`src/rtl/snn_pkg.sv`:
```
// Shared types and helpers for the LIF delay layer: FSM states, weight bit
// positions and the saturating membrane update.
package snn_pkg;

    typedef enum logic [1:0] {
        IDLE = 2'd0,
        RUN  = 2'd1,
        DONE = 2'd2
    } state_t;

    localparam int W_ACTIVE = 0;
    localparam int W_INHIB  = 1;

    // 32-bit arithmetic has ample headroom, so mem + sum - decay never wraps
    // before the clamp to [0, max_val].
    function automatic int sat_update(input int mem, input int sum,
                                      input int leak, input int max_val);
        int t;
        t = mem + sum - leak;
        if (t < 0) return 0;
        if (t > max_val) return max_val;
        return t;
    endfunction

endpackage

```
`src/rtl/snn_spike_history.sv`:
```
// Per-input spike history shift register; slot k holds the spike sampled k
// ticks before the most recent delay_tick.
module snn_spike_history
    import snn_pkg::*;
#(
    parameter int DEPTH = 8
) (
    input  logic             clk,
    input  logic             reset,
    input  logic             enable,
    input  logic             delay_tick,
    input  logic             spike_in,
    output logic [DEPTH-1:0] hist
);

    always_ff @(posedge clk or posedge reset) begin
        if (reset) begin
            hist <= '0;
        end else if (enable && delay_tick) begin
            hist <= {hist[DEPTH-2:0], spike_in};
        end
    end

endmodule

```
`src/rtl/snn_delay_layer.sv`:
```
// Single LIF layer with per-synapse axonal delays; neurons are updated one per
// cycle through a shared adder tree.
//   state | meaning
//   IDLE  | waiting for step; synapse inputs snapshotted on accept
//   RUN   | updating neuron idx, one per cycle
//   DONE  | timestep complete, output_data_ready high
module snn_delay_layer
    import snn_pkg::*;
#(
    parameter int N_IN  = 8,
    parameter int N_OUT = 8,
    parameter int MEM_W = 6,
    parameter int DLY_W = 3,
    parameter int DEC_W = 3,
    parameter int REF_W = 5
) (
    input  logic                         clk,
    input  logic                         reset,
    input  logic                         enable,
    input  logic                         step,
    input  logic                         delay_tick,
    input  logic [N_IN-1:0]              input_spikes,
    input  logic [N_OUT*N_IN*2-1:0]      weights,
    input  logic [N_OUT*N_IN*(DLY_W+1)-1:0] delays,
    input  logic [MEM_W-1:0]             threshold,
    input  logic [DEC_W-1:0]             decay,
    input  logic [REF_W-1:0]             refractory_period,
    output logic [N_OUT*MEM_W-1:0]       membrane_potential_out,
    output logic [N_OUT-1:0]             output_spikes,
    output logic                         busy,
    output logic                         output_data_ready
);

    localparam int DEPTH   = 1 << DLY_W;
    localparam int N_SYN   = N_OUT * N_IN;
    localparam int SUM_W   = $clog2(N_IN + 1) + 1;
    localparam int IDX_W   = (N_OUT > 1) ? $clog2(N_OUT) : 1;
    localparam int MEM_MAX = (1 << MEM_W) - 1;
    localparam logic [IDX_W-1:0]        LAST_IDX = IDX_W'(N_OUT - 1);
    localparam logic signed [SUM_W-1:0] ONE      = SUM_W'(1);

    state_t                  state, state_nxt;
    logic [IDX_W-1:0]        idx, idx_nxt;
    logic                    accept;
    logic [DEPTH-1:0]        hist [N_IN];
    logic [N_SYN-1:0]        syn_in, snap;
    logic [DLY_W:0]          dfield;
    logic [1:0]              wfield;
    logic signed [SUM_W-1:0] sum;
    logic [MEM_W-1:0]        clamped;
    logic [MEM_W-1:0]        mem_q [N_OUT];
    logic [REF_W-1:0]        ref_cnt [N_OUT];

    for (genvar i = 0; i < N_IN; i++) begin : g_hist
        snn_spike_history #(.DEPTH(DEPTH)) u_hist (
            .clk        (clk),
            .reset      (reset),
            .enable     (enable),
            .delay_tick (delay_tick),
            .spike_in   (input_spikes[i]),
            .hist       (hist[i])
        );
    end

    for (genvar j = 0; j < N_OUT; j++) begin : g_mem_out
        assign membrane_potential_out[j*MEM_W +: MEM_W] = mem_q[j];
    end

    always_comb begin
        syn_in = '0;
        dfield = '0;
        for (int s = 0; s < N_SYN; s++) begin
            dfield    = delays[s*(DLY_W+1) +: DLY_W+1];
            syn_in[s] = dfield[DLY_W] ? hist[s % N_IN][dfield[DLY_W-1:0]]
                                      : input_spikes[s % N_IN];
        end
    end

    // Shared adder tree, steered to the neuron currently being updated.
    always_comb begin
        sum    = '0;
        wfield = '0;
        for (int i = 0; i < N_IN; i++) begin
            wfield = weights[(int'(idx)*N_IN + i)*2 +: 2];
            if (snap[int'(idx)*N_IN + i] && wfield[W_ACTIVE])
                sum = wfield[W_INHIB] ? sum - ONE : sum + ONE;
        end
    end

    assign clamped = MEM_W'(sat_update(int'(mem_q[idx]), int'(sum),
                                       int'(decay), MEM_MAX));

    always_comb begin
        state_nxt = state;
        idx_nxt   = idx;
        accept    = 1'b0;
        if (enable) begin
            case (state)
                IDLE: if (step) begin
                    state_nxt = RUN;
                    idx_nxt   = '0;
                    accept    = 1'b1;
                end
                RUN: begin
                    if (idx == LAST_IDX) state_nxt = DONE;
                    else                 idx_nxt   = idx + IDX_W'(1);
                end
                DONE:    state_nxt = IDLE;
                default: state_nxt = IDLE;
            endcase
        end
    end

    always_ff @(posedge clk or posedge reset) begin
        if (reset) begin
            state             <= IDLE;
            idx               <= '0;
            busy              <= 1'b0;
            output_data_ready <= 1'b0;
        end else if (enable) begin
            state             <= state_nxt;
            idx               <= idx_nxt;
            busy              <= (state_nxt != IDLE);
            output_data_ready <= (state_nxt == DONE);
        end
    end

    always_ff @(posedge clk or posedge reset) begin
        if (reset) begin
            snap          <= '0;
            output_spikes <= '0;
            for (int j = 0; j < N_OUT; j++) begin
                mem_q[j]   <= '0;
                ref_cnt[j] <= '0;
            end
        end else if (enable) begin
            if (accept) snap <= syn_in;
            if (state == RUN) begin
                if (ref_cnt[idx] != '0) begin
                    ref_cnt[idx]       <= ref_cnt[idx] - REF_W'(1);
                    mem_q[idx]         <= '0;
                    output_spikes[idx] <= 1'b0;
                end else if (clamped >= threshold) begin
                    ref_cnt[idx]       <= refractory_period;
                    mem_q[idx]         <= '0;
                    output_spikes[idx] <= 1'b1;
                end else begin
                    mem_q[idx]         <= clamped;
                    output_spikes[idx] <= 1'b0;
                end
            end
        end
    end

endmodule

```
`config.mk`:
```
export PLATFORM = sky130hd
export DESIGN_NAME = snn_delay_layer
export DESIGN_NICKNAME = d
export VERILOG_FILES = /design/src/rtl/snn_pkg.sv /design/src/rtl/snn_spike_history.sv /design/src/rtl/snn_delay_layer.sv
export SDC_FILE = /design/constraint.sdc
export NUM_CORES = 1
export LEC_CHECK = 0
export CORE_MARGIN = 4
export CORE_UTILIZATION = 49
export DETAILED_ROUTE_END_ITERATION = 8
export PLACE_DENSITY = 0.81
export SLEW_MARGIN = 25
export SYNTH_ARGS = -nofsm -noshare
export SYNTH_HDL_FRONTEND = slang
export SYNTH_SLANG_ARGS = --single-unit
```
`constraint.sdc`:
```
create_clock -name clk -period 15.1 [get_ports clk]
set_clock_uncertainty 0.1 [all_clocks]
set_input_delay 1.51 -clock clk [delete_from_list [all_inputs] [get_ports clk]]
set_output_delay 1.51 -clock clk [all_outputs]
set_load 0.05 [all_outputs]
```
* After elaboration in Yosys (flattened, before gate mapping)
Index checks and enable logic that the tools add are counted.
Cells by class: bitwise gates (word level) 6, shift-type cells 8, equal/unequal tests 5, $lt $le $gt $ge 79, multiplexer cells 268, reductions and logical operators 20, add/sub/neg operators 25
Operators with widths (count):
- variable part select 128 x 32 -> 2 bit | 7
- < comparator 3 x 4 -> 1 bit (second input constant) | 65
- binary-select mux 1 bit (select 3 bit) | 65
- two-way mux 1 bit | 150
- variable part select 128 x 8 -> 2 bit | 1
- two-way mux 48 bit | 2
- two-way mux 5 bit | 19
- bitwise mux 40 bit | 2
- two-way mux 40 bit | 2
- < comparator 7 bit (second input constant) | 7
- AND 48 bit | 1
- bitwise mux 48 bit | 1
- NOT 48 bit | 1
- binary-select mux 1 bit (select 6 bit) | 7
- two-way mux 6 bit | 6
- adder 5 x 2 -> 5 bit (second input constant) | 7
- subtractor 5 x 2 -> 5 bit (second input constant) | 7
- adder 6 x 3 -> 7 bit (second input constant) | 4
- binary-select mux 6 bit (select 3 bit) | 1
- demux 6 bit (select 3 bit) | 1
- two-way mux 8 bit | 2
- binary-select mux 5 bit (select 3 bit) | 1
- demux 5 bit (select 3 bit) | 1
- adder 6 x 2 -> 7 bit (second input constant) | 2
- 32 further kinds | 49
Word-level totals: bits in registers 231, logic and storage cells 441, input bits 411, output and inout bits 58

* Logic depth before layout (Yosys ltp)
depth after elaboration 35, depth in mapped cells 65, depth with buffers taken out 58

* Modules after synthesis
From an unflattened synthesis, not the netlist that was laid out.
Second synthesis, totals: cell total of the unflattened synthesis 1526, area total of the unflattened synthesis 16764.8 um2
By module, submodules not included:
- snn_delay_layer | instances 1, seq. area each 4179.0 um2, cells an instance 1382, area an instance 14362.5 um2
- snn_spike_history | instances 8, seq. area each 200.2 um2, cells an instance 18, area an instance 300.3 um2

* Least setup slack after synthesis
Ideal clock, no wire load.
path type input -> register, from in weights[113], to reg mem_q, in the netlist membrane_potential_out[20], required time 14917 ps, slack 2345 ps, data arrival time 12571 ps, stages 57, library setup time 83 ps, path buffers 3, cells stage by stage mux4_2 nand2_1 o21ai_1 nor3b_1 fa_1 fa_1 nand2_1 o21ai_1 inv_2 fa_1 mux2i_1 ha_1 xnor2_1 mux2_2 ha_1 nand2_1 or4_1 nand4_1 (+21 left out) nor2_1 or2_2 clkbuf_1 o21ai_1 ha_1 nand2b_1 a21o_1 a21oi_1 nor2b_1 o21ai_0 nand2b_1 a21oi_1 nor2b_1 and2_1 clkbuf_1 clkbuf_1 nand2_1 o21ai_0
On the way: word-level cells in the longest chain between the ends 34, elaborated cells on any way between the ends 52, classes of those cells add/sub (16); order compare (3); shift (8); mux (25)
Ends and longest elaborated chain:
- start: declaration | RTL line snn_delay_layer.sv:23 | input logic [N_OUT*N_IN*2-1:0] weights,
- variable part select 128 x 8 -> 2 bit | RTL line snn_delay_layer.sv:84 | wfield = weights[(int'(idx)*N_IN + i)*2 +: 2];
- two-way mux 5 bit | RTL line snn_delay_layer.sv:86 | sum = wfield[W_INHIB] ? sum - ONE : sum + ONE;
- two-way mux 5 bit | RTL line snn_delay_layer.sv:85 | if (snap[int'(idx)*N_IN + i] && wfield[W_ACTIVE])
- adder 5 x 2 -> 5 bit / subtractor 5 x 2 -> 5 bit (equally long branches) | RTL line snn_delay_layer.sv:86
- two-way mux 5 bit | RTL line snn_delay_layer.sv:86
- two-way mux 5 bit | RTL line snn_delay_layer.sv:85
- adder 5 x 2 -> 5 bit / subtractor 5 x 2 -> 5 bit (equally long branches) | RTL line snn_delay_layer.sv:86
- two-way mux 5 bit | RTL line snn_delay_layer.sv:86
- (+17 left out)
- subtractor 8 x 4 -> 9 bit * | RTL line snn_pkg.sv:19 | t = mem + sum - leak;
- greater-than comparator 9 x 7 -> 1 bit | RTL line snn_pkg.sv:21 | if (t > max_val) return max_val;
- two-way mux 1 bit (2 in series) | RTL line snn_pkg.sv:21
- two-way mux 6 bit | RTL line snn_pkg.sv:22 | return t;
- two-way mux 6 bit * | RTL line snn_pkg.sv:21
- >= comparator 6 bit / bitwise mux 48 bit (equally long branches) | RTL line snn_delay_layer.sv:143, snn_delay_layer.sv:148
- two-way mux 48 bit * | RTL line snn_delay_layer.sv:143 | end else if (clamped >= threshold) begin
- two-way mux 48 bit * | RTL line snn_delay_layer.sv:139 | if (ref_cnt[idx] != '0) begin
- end signal: indexed assignment | RTL line snn_delay_layer.sv:148 | mem_q[idx] <= clamped;
- end: declaration | RTL line snn_delay_layer.sv:51 | logic [MEM_W-1:0] mem_q [N_OUT];
Mark *: on every way between the ends. The rest lies on a longest branch, timed or not. The select of a mux whose other input is x is not followed. A chain may end at the register's enable or synchronous reset.

* Final worst setup path
from reg idx[0], to reg mem_q, in the netlist membrane_potential_out[36]
On the way: word-level cells in the longest chain between the ends 35, elaborated cells on any way between the ends 105, classes of those cells add/sub (23); order compare (5); shift (8); mux (56); bitwise (3); reduce/logical (10)
Ends and longest elaborated chain:
- start: declaration | RTL line snn_delay_layer.sv:43 | logic [IDX_W-1:0] idx, idx_nxt;
- start signal: assignment | RTL line snn_delay_layer.sv:122 | idx <= idx_nxt;
- parallel branches: the longest is 34 deep, another holds adder 5 x 2 -> 5 bit
- two-way mux 48 bit * | RTL line snn_delay_layer.sv:139
Mark *: on every way between the ends. The select of a mux whose other input is x is not followed.

==> impl_metrics.tcl <==
set metrics [dict create \
    cp-end-kind "register" \
    required_ps 15420 \
    cts_max_level 1 \
    drive_above_1_share_pct 17.70 \
    dieHeight_um 190.6 \
    drv_slew 0 \
    max_cap_violations 0 \
    drt_iter0_markers 1298 \
    grt_use_total_pct 30.63 \
    cts_tree "built" \
    cp_slowest_cell "dfrtp_2" \
    cts_setup_buffers 0 \
    setup_tns_ps 0 \
    clkLatencyLatePin_ps 520 \
    worstPathArrival_ps 13990 \
    fp.dieW_um 190.6 \
    synth_edf_count 0 \
    numCtsBuffers 26 \
    async_reset_ff_share_pct 100.0 \
    cts_sinks 231 \
    synth_area_leader_cell "dfrtp_1" \
    synth-warning-count 0 \
    crit_path_max_incr_delay_ps 690 \
    grt_pass1_vias 15820 \
    totalWireLength_mm 57.60 \
    fillCellCount 2406 \
    worst_slew_pin_slew_ps 989.6 \
    seq_area_frac_synth_pct 35.40 \
    fin_crit_ps 13670 \
    vias 14980 \
    antenna_left 0 \
    syn-instance-count 1482 \
    portBuffers 468 \
    syn_nets 1943 \
    final_nets 2402 \
    critical_path_class "reg2reg" \
    wl_per_cell_um 23.87 \
    finalHoldViolCount 0 \
    root_buffer "clkbuf_16" \
    ys_types 64 \
    ios 469 \
    dr.pass1.iters 8 \
    cp_common_cell "ha_1" \
    overflow 0 \
    hold_buffers 0 \
    clk_pin_slew_ps 60 \
    worst_path_dominant_cell_family "adder cells" \
    finalSetupViolCount 0 \
    critPathMaxFanout 23 \
    worst-path-buf-inv 4 \
    status "complete, no violations" \
    num_rows 66 \
    rsz0062_at_grt "no" \
    remaining_drc_errors 0 \
    grt_first_pass_wirelength_mm 87.80 \
    dpl.hpwl_mm 43.96 \
    ys_ff_latch 231 \
    coreArea_sq_mm 0.03270 \
    slew_headroom_pct 34.02 \
    max_freq_mhz 73.15 \
    syn_area_per_cell_sq_um 11.02 \
    synth.area.top_cells "dfrtp_1, mux4_2, mux2_2, o21ai_0, nand2_1" \
    dieArea_sq_mm 0.03631 \
    synth.top_cell.area_share_pct 35.40 \
    grt_max_degree 157 \
    antenna_found_initial 9 \
    start_util_pct 49.93 \
    hold_class "reg2reg" \
    syn_area_sq_mm 0.01633 \
    cts_buffer_depth 3 \
    yosys_most_used_dff "dfrtp_1" \
    routed_via_density 6.210 \
    place.gp.congestion 0.9431 \
    synthToLayoutAreaGrowth_pct 37.18 \
    startpoint_type "register" \
    fin_crit_sh_pct 90.53 \
    cts_resized 0 \
]
==> tightest hold or removal path: stages (launching register included) <==
cell and delay, ps:
dfrtp_1 340, nand2_1 50, o21ai_0 60
==> layer usage <==
metal | GRT usage (%) | share of wire (%)
met5 | 0 | 0
met4 | 12.15 | 4.4
met3 | 5.474 | 8.6
met2 | 54.13 | 50
met1 | 37.35 | 37
==> path summary, 6_finish.rpt <==
path	slack, ps	from	cells after the start	to
max in group asynchronous	12260	reset	3	snap[25]
hold / removal	380	snap[2]	2	snap[2]
setup reg to reg	1430	idx[0]	57	membrane_potential_out[36]
setup / recovery	1430	idx[0]	57	membrane_potential_out[36]
min in group asynchronous	1390	reset	2	busy
hold reg to reg	380	snap[2]	2	snap[2]
==> state kept, by name (all words and copies together), names as in the netlist, named ones only <==
name                    count
idx                         3
g_hist.u_hist.hist         64
busy                        1
state                       2
output_data_ready           1
membrane_potential_out     48
ref_cnt                    40
snap                       64
==> per-stage QoR <==
| step | instance area, sq um | worst slack (ps) | instances | utilization (%) | hold WS [ps] |
|---|---|---|---|---|---|
| 2_1_floorplan | 16330 | 2345 | 1482 | - | 342.9 |
| 3_3_place_gp | 21470 | 1564 | 2355 | 65.66 | 356.9 |
| 4_1_cts | 22370 | 1554 | 2403 | 68.40 | 380.1 |
| 3_5_place_dp | 21470 | 1129 | 2355 | 65.66 | 366.0 |
| 5_1_grt | 22400 | 590.6 | 2413 | 68.50 | 405.9 |
| 6_report | 22400 | 1430 | 2413 | 68.50 | 379.9 |
==> layout by cell type, fill, tap and decap left out, drive strengths merged, types with 3 or more instances in the layout <==
master,count
clkdlybuf4s50,468
nand2,240
dfrtp,231
o21ai,194
mux4,137
mux2,124
mux2i,83
inv,50
nor2,45
ha,37
a22oi,37
clkbuf,36
o22ai,33
a21oi,27
buf,22
xnor2,18
nand3,17
xor2,17
fa,13
a221oi,11
a21o,11
diode,10
o31ai,9
nor2b,8
nand2b,8
a32o,8
a22o,7
clkinv,7
and2,6
and4,5
a31oi,5
nand3b,4
or4,4
clkinvlp,4
and3,3
or2,3
nand4,3
a222oi,3
==> logic make-up after synthesis <==
group	after synthesis	synth area share, %
adders and majority gates	50	4.429
DFF	231	35.40
xor gates and xnor gates	36	2.061
buffers and inverters	110	2.889
and+or+nand+nor	356	9.432
AOI/OAI and AO/OA	355	13.14
muxes	344	32.65
==> Yosys cell counts (all sizes together) (2+ instances only) <==
master	number
a31oi	5
and2	6
nand4	3
o21a	2
o22ai	33
a21oi	27
a221oi	11
a222oi	3
buf	16
o21ai	194
fa	13
nor3b	2
or4	4
dfrtp	231
a211oi	2
a22o	7
a22oi	37
or2	3
nand3	17
and3	3
mux4	137
and4	5
o31ai	9
clkbuf	43
mux2i	83
xnor2	18
nand2b	8
nand3b	4
nor2b	8
a21o	11
a32o	8
nor3	2
mux2	124
and3b	2
nand2	240
xor2	17
inv	51
ha	37
a2bb2oi	2
nor2	45
==> area by class of cell <==
type	count	area [sq um]	share of cell area [%]
clock inverter	12	127.6	0.5697
inverter	51	203.9	0.9104
clock buffer	36	769.5	3.435
sequential	231	5784	25.82
multi-input combinational	1141	10080	45.02
antenna	10	25.02	0.1117
tap	442	553.0	2.469
timing repair buffer	490	4853	21.67
Power is left out: the tool's default activity adds up to more than one toggle a clock period on the data nets, which glitch-free logic cannot reach.
